File: config.mk
export PLATFORM = sky130hd
export DESIGN_NAME = udp_rx_demux
export DESIGN_NICKNAME = d
export VERILOG_FILES = /design/src/rtl/udp_rx_demux.sv
export SDC_FILE = /design/constraint.sdc
export NUM_CORES = 2
export LEC_CHECK = 0
export CORE_UTILIZATION = 40
export CTS_CLUSTER_SIZE = 14
export DETAILED_ROUTE_END_ITERATION = 10
export GPL_ROUTABILITY_DRIVEN = 0
export PLACE_DENSITY = 0.59
export SYNTH_ARGS = -nofsm -noshare
export SYNTH_HDL_FRONTEND = slang
export SYNTH_SLANG_ARGS = --single-unit
File: constraint.sdc
create_clock -name clk -period 5.7 [get_ports clk]
set_clock_uncertainty 0.2 [all_clocks]
set_input_delay 1.14 -clock clk [delete_from_list [all_inputs] [get_ports clk]]
set_output_delay 1.14 -clock clk [all_outputs]
set_load 0.02 [all_outputs]
File: src/rtl/udp_rx_demux.sv
// udp_rx_demux: steers a UDP payload byte stream into per-channel FWFT word buffers and exposes only whole, good frames.
// Define RX_DROP_STATS_EN to add the per-channel saturating drop_count output.
module udp_rx_demux #(
  parameter int          NUM_CH = 2,
  parameter int          DW     = 16,
  parameter int          DEPTH  = 64,
  parameter logic [31:0] MY_IP  = 32'h12_12_6b_0d
) (
  input  logic                 clk,
  input  logic                 rst,
  input  logic                 in_valid,
  input  logic [7:0]           in_data,
  input  logic                 in_sof,
  input  logic                 in_eof,
  input  logic                 in_good,
  input  logic [31:0]          hdr_dst_ip,
  input  logic [15:0]          hdr_dst_port,
  input  logic [NUM_CH*16-1:0] cfg_port,
  output logic [NUM_CH-1:0]    out_valid,
  input  logic [NUM_CH-1:0]    out_ready,
  output logic [NUM_CH*DW-1:0] out_data,
  output logic [NUM_CH-1:0]    out_last
`ifdef RX_DROP_STATS_EN
  ,
  output logic [NUM_CH*16-1:0] drop_count
`endif
);

  localparam int AW  = $clog2(DEPTH);
  localparam int PW  = AW + 1;
  localparam int BPW = DW / 8;
  localparam int CW  = (NUM_CH > 1) ? $clog2(NUM_CH) : 1;
  localparam int BW  = (BPW > 1) ? $clog2(BPW) : 1;

  typedef enum logic [1:0] {IDLE, ACCEPT, DISCARD} state_t;

  state_t          state, state_nx;
  logic [CW-1:0]   sel;
  logic [DW-1:0]   pack;
  logic [BW-1:0]   cnt;
  logic [PW-1:0]   wr_spec [NUM_CH];
  logic [PW-1:0]   wr_com  [NUM_CH];
  logic [PW-1:0]   rd      [NUM_CH];
  logic [DW:0]     mem     [NUM_CH][DEPTH];

  logic            match;
  logic [CW-1:0]   match_ch;
  logic            sof_hit, active, do_write, is_full, overflow, wr_ok;
  logic            commit, roll_new, abort_old;
  logic [CW-1:0]   cur_ch;
  logic [BW-1:0]   cur_cnt;
  logic [DW-1:0]   word;
  logic [PW-1:0]   base, rd_cur;

  // Descending scan so the lowest matching channel is the last assignment.
  always_comb begin
    match    = 1'b0;
    match_ch = '0;
    for (int i = NUM_CH - 1; i >= 0; i--) begin
      if (cfg_port[i*16 +: 16] != 16'd0 && cfg_port[i*16 +: 16] == hdr_dst_port) begin
        match    = 1'b1;
        match_ch = CW'(i);
      end
    end
    if (hdr_dst_ip != MY_IP && hdr_dst_ip != 32'hFFFF_FFFF)
      match = 1'b0;
  end

  // NOTE: every signal driven here gets a default first, so no latches are inferred.
  always_comb begin
    sof_hit   = in_valid && in_sof;
    cur_ch    = sof_hit ? match_ch : sel;
    active    = in_valid && (sof_hit ? match : (state == ACCEPT));
    cur_cnt   = sof_hit ? '0 : cnt;
    word      = (sof_hit ? '0 : pack) | (DW'(in_data) << (8 * (BPW - 1 - int'(cur_cnt))));
    do_write  = active && (in_eof || cur_cnt == BW'(BPW - 1));
    // A new frame always starts from the committed pointer of its channel.
    base      = sof_hit ? wr_com[cur_ch] : wr_spec[cur_ch];
    rd_cur    = rd[cur_ch];
    is_full   = (base[AW-1:0] == rd_cur[AW-1:0]) && (base[AW] != rd_cur[AW]);
    overflow  = do_write && is_full;
    wr_ok     = do_write && !is_full;
    commit    = active && in_eof && in_good && !is_full;
    roll_new  = active && (overflow || (in_eof && !in_good));
    abort_old = sof_hit && (state == ACCEPT);

    state_nx = state;
    if (in_valid) begin
      if (sof_hit || state == ACCEPT) begin
        if (in_eof)                  state_nx = IDLE;
        else if (active && !overflow) state_nx = ACCEPT;
        else                         state_nx = DISCARD;
      end else if (state == DISCARD && in_eof) begin
        state_nx = IDLE;
      end
    end
  end

  // NOTE: sequential state uses non-blocking assignments only.
  always_ff @(posedge clk) begin
    if (rst) begin
      state <= IDLE;
      sel   <= '0;
      pack  <= '0;
      cnt   <= '0;
      for (int i = 0; i < NUM_CH; i++) begin
        wr_spec[i] <= '0;
        wr_com[i]  <= '0;
        rd[i]      <= '0;
      end
    end else begin
      state <= state_nx;
      if (sof_hit) sel <= match_ch;
      if (active) begin
        pack <= do_write ? '0 : word;
        cnt  <= do_write ? '0 : cur_cnt + 1'b1;
      end else if (sof_hit) begin
        pack <= '0;
        cnt  <= '0;
      end
      for (int i = 0; i < NUM_CH; i++) begin
        if (out_valid[i] && out_ready[i]) rd[i] <= rd[i] + 1'b1;
        if (abort_old && sel == CW'(i)) wr_spec[i] <= wr_com[i];
        if (cur_ch == CW'(i)) begin
          if (roll_new)   wr_spec[i] <= wr_com[i];
          else if (wr_ok) wr_spec[i] <= base + 1'b1;
          if (commit)     wr_com[i]  <= base + 1'b1;
        end
      end
    end
  end

  // NOTE: buffer storage is not reset; outputs are masked until a word is committed.
  always_ff @(posedge clk) begin
    if (wr_ok) mem[cur_ch][base[AW-1:0]] <= {in_eof, word};
  end

  always_comb begin
    logic [DW:0] head;
    out_valid = '0;
    out_data  = '0;
    out_last  = '0;
    for (int i = 0; i < NUM_CH; i++) begin
      head = mem[i][rd[i][AW-1:0]];
      if (wr_com[i] != rd[i]) begin
        out_valid[i]           = 1'b1;
        out_data[i*DW +: DW]   = head[DW-1:0];
        out_last[i]            = head[DW];
      end
    end
  end

`ifdef RX_DROP_STATS_EN
  logic [15:0] drops    [NUM_CH];
  logic [1:0]  drop_inc [NUM_CH];

  // A missing-eof abort and a failed new frame can hit the same channel in one cycle.
  always_comb begin
    drop_count = '0;
    for (int i = 0; i < NUM_CH; i++) begin
      drop_inc[i] = 2'(abort_old && sel == CW'(i)) + 2'(roll_new && cur_ch == CW'(i));
      drop_count[i*16 +: 16] = drops[i];
    end
  end

  always_ff @(posedge clk) begin
    for (int i = 0; i < NUM_CH; i++) begin
      if (rst)
        drops[i] <= '0;
      else if (drops[i] > 16'hFFFF - 16'(drop_inc[i]))
        drops[i] <= 16'hFFFF;
      else
        drops[i] <= drops[i] + 16'(drop_inc[i]);
    end
  end
`endif

endmodule
==> impl_metrics.yaml <==
run_status:
  status: "completed"
worst_setup_path:
  rrSetupSlack_ns: 1.98
  crit_top_cell: "mux4_2"
  r2r_end: "mem[1][77]"
  r2r-start: "state[0]"
  cp_slowest_stage_delay_ns: 0.60
  cp-start-kind: "flip-flop"
  crit_required_ns: 4.36
  critical_path.slowest_cell: "mux4_2"
  cp-end-kind: "output port"
  worst_ep_arrival_time_ns: 4.24
  path_buf_inv: 4
  cp_max_fo: 15
  cp_top_family: "multiplexers"
  reg2reg_depth: 7
  path_cells: "buf_4 > buf_12 > bufbuf_16 > mux4_2 > mux4_2 > mux4_2 > nor2b_1 > clkdlybuf4s50_1"
  path_class: "reg2out"
floorplan:
  num_io_pins: 132
  rows: 170
  start_util_pct: 40.4
  die_h_um: 469
  design.die.area_um2: 220000
  core_um2: 215000
  die_w_um: 469
timing:
  worst_slack_ns: 0.125
  fin_crit_ns: 5.58
  rsz0062_at_grt: "false"
  finalCritPeriodShare_pct: 97.8
  slew_headroom_pct: 25.0
  setup_viol: 0
  fmax_mhz: 179
  slew_viol_final: 0
  holdWs_ns: 0.274
  hold_violations: 0
  worst_pin_slew_ns: 1.12
global_routing:
  grt.overflow.total: 0
  grt_first_pass_wirelength_um: 306000
  grt_pass1_vias: 40699
  grt_usage_pct: 19.8
  grt_max_degree: 129
  antenna_found_initial: 21
yosys:
  synth_ff_type: "edfxtp_1"
  synth.distinct_cells: 55
  synth_area_um2: 87100
  synth_common_cells: "edfxtp_1, mux4_2, nor2_1, clkbuf_1, buf_1"
  synth.area.top_cells: "edfxtp_1, mux4_2, nor2_1"
  yosysMostFrequentCell: "edfxtp_1"
  yosys.area.top_type: "edfxtp_1"
  synth_seq_area_share_pct: 76.9
  synth_seq_cells: 2238
  synth_edf_count: 2218
  synth_warnings: 0
  async_reset_ff_share_pct: 0
  netlist_instances: 3681
  synth_area_per_cell_um2: 23.7
  synth_top_area_share_pct: 76.4
  synth_nets: 3780
route:
  wire_per_inst_um: 30.1
  vias: 40380
  detail-route-antenna-nets: 0
  drt_wl_total_um: 216000
  dr.pass1.iters: 6
  vias_per_cell: 5.64
  drcViolationCount: 0
  dr.first_iter.drc_count: 4753
min_path:
  hold_depth: 1
  min_from: "pack[7]"
  min_to: "pack[7]"
  min_path_type: "reg2reg"
final_layout:
  fill_cells: 17169
  regArea_um2: 67000
  nets: 4239
  area_delta_synth_final_pct: 18.3
  multiInputGateArea_um2: 19800
  drive_gt1_share_pct: 34.2
  fin_util_pct: 47.8
power:
  p_clk_share_pct: 39.1
  ir_drop_mv: 0.280
  power.switching_mw: 8.05
  sw_frac_of_total_pct: 22.6
  pwr-share-seq_pct: 51.1
  internal-power_mw: 27.6
  p_leak_nw: 33.5
  p_comb_share_pct: 9.8
  p_per_area_nw_per_um2: 346
job:
  maxCapViolCount: 0
clock_tree:
  cts_tree: "done"
  cts_made_buffers: 212
  htreeDepth: 4
  clock_latency_ns: 0.84
  cts_root_buf: "clkbuf_16"
  clockBufferDepth: 3
  cts.clk_slew.worst_paths_ns: 0.06
  numClockSinks: 2238
placed_design:
  hpwl_um: 132000
  io_buffers: 131
  dp_worst_setup_slack_ns: -0.0967
[worst max-delay path by stage]
stage,start,to,cells after the start
after floorplan,in_valid,mem[0][0],5
after global placement,hdr_dst_port[1],mem[1][4],13
after detailed placement,hdr_dst_port[1],mem[1][19],13
after CTS,rd[0][0],out_data[15],7
after global routing,rd[1][0],out_data[17],8
final,rd[1][0],out_data[30],8
[layer usage]
layer	track usage, %	vias to the layer above	wire length (um)
li1	-	16727	-
met1	28.0	21825	90100
met2	30.6	1565	102000
met3	5.18	257	19200
met4	5.09	6	4800
met5	0	-	47
[placed cells by master (no fill, tap or decap), drive strengths merged, types with 3 or more instances in the layout]
cell type	netlist	final
nor4	23	23
nand3	9	9
mux2	4	4
buf	70	296
dlygate4sd2	0	7
diode	0	3
nand2	42	42
a22o	8	8
nor2	182	182
nand4	19	19
or2	5	5
clkbuf	119	263
ha	3	3
mux2i	33	33
clkdlybuf4s50	0	113
inv	12	18
mux4	714	714
dlymetal6s2s	0	10
dfxtp	20	20
xnor2	45	45
and3	4	4
nor2b	39	39
and2	7	7
o21ai	5	5
bufbuf	0	8
edfxtp	2218	2218
clkinvlp	0	5
a21oi	20	20
a32oi	8	8
xor2	23	23
bufinv	0	21
clkinv	0	97
o21bai	8	8
nor3	3	3
nor3b	3	3
nand2b	7	7
o211ai	8	8
[per-stage QoR]
step / cell area (um^2) / power (mW) / std cells / setup TNS, ns
CTS: 103000 / 35.9 / 7151 / 0
global placement: 95700 / 22.0 / 6742 / 0
global route: 103000 / 36.6 / 7157 / 0
finish: 103000 / 35.6 / 7159 / 0
floorplan: 87100 / 20.5 / 3681 / -184.08
detailed placement: 95700 / 22.0 / 6742 / -8.76
[cell families after synthesis]
group / count (synthesis) / synth area share [%]
compound gates: 72 / 0.672
mux: 751 / 18.9
simple gates: 348 / 1.85
fa+ha+maj: 3 / 0.0431
flops: 2238 / 76.9
buf+inv: 201 / 0.923
xor+xnor: 68 / 0.701
[state kept, by name, indices dropped and copies added (netlist names)]
register,flops
wr_spec,14
state,2
wr_com,14
pack,16
cnt,1
rd,14
mem,2176
sel,1
[cell type report]
type	count	area share, %
Antenna cell	3	0.00728
Clock inverter	129	1.25
Sequential cell	2238	65.0
Tap cell	2838	3.44
Clock buffer	263	5.39
Inverter	12	0.0437
Timing Repair Buffer	434	5.66
Multi-Input combinational cell	1242	19.2
[power groups by stage]
stage	combinational (mW)	clock, mW	sequential [mW]
finish	3.50	13.9	18.2
global route	3.67	14.8	18.2
detailed placement	3.46	0	18.5
global placement	3.44	0	18.5
floorplan	1.97	0	18.6
CTS	3.55	14.2	18.2
[timing repair]
action	in CTS	in global routing
hold buffers	0	0
gates cloned	8	0
resized for setup	21	12
buffers inserted	9	5
endpoints found under the setup margin	34	11
(Power assumes the default switching activity.)
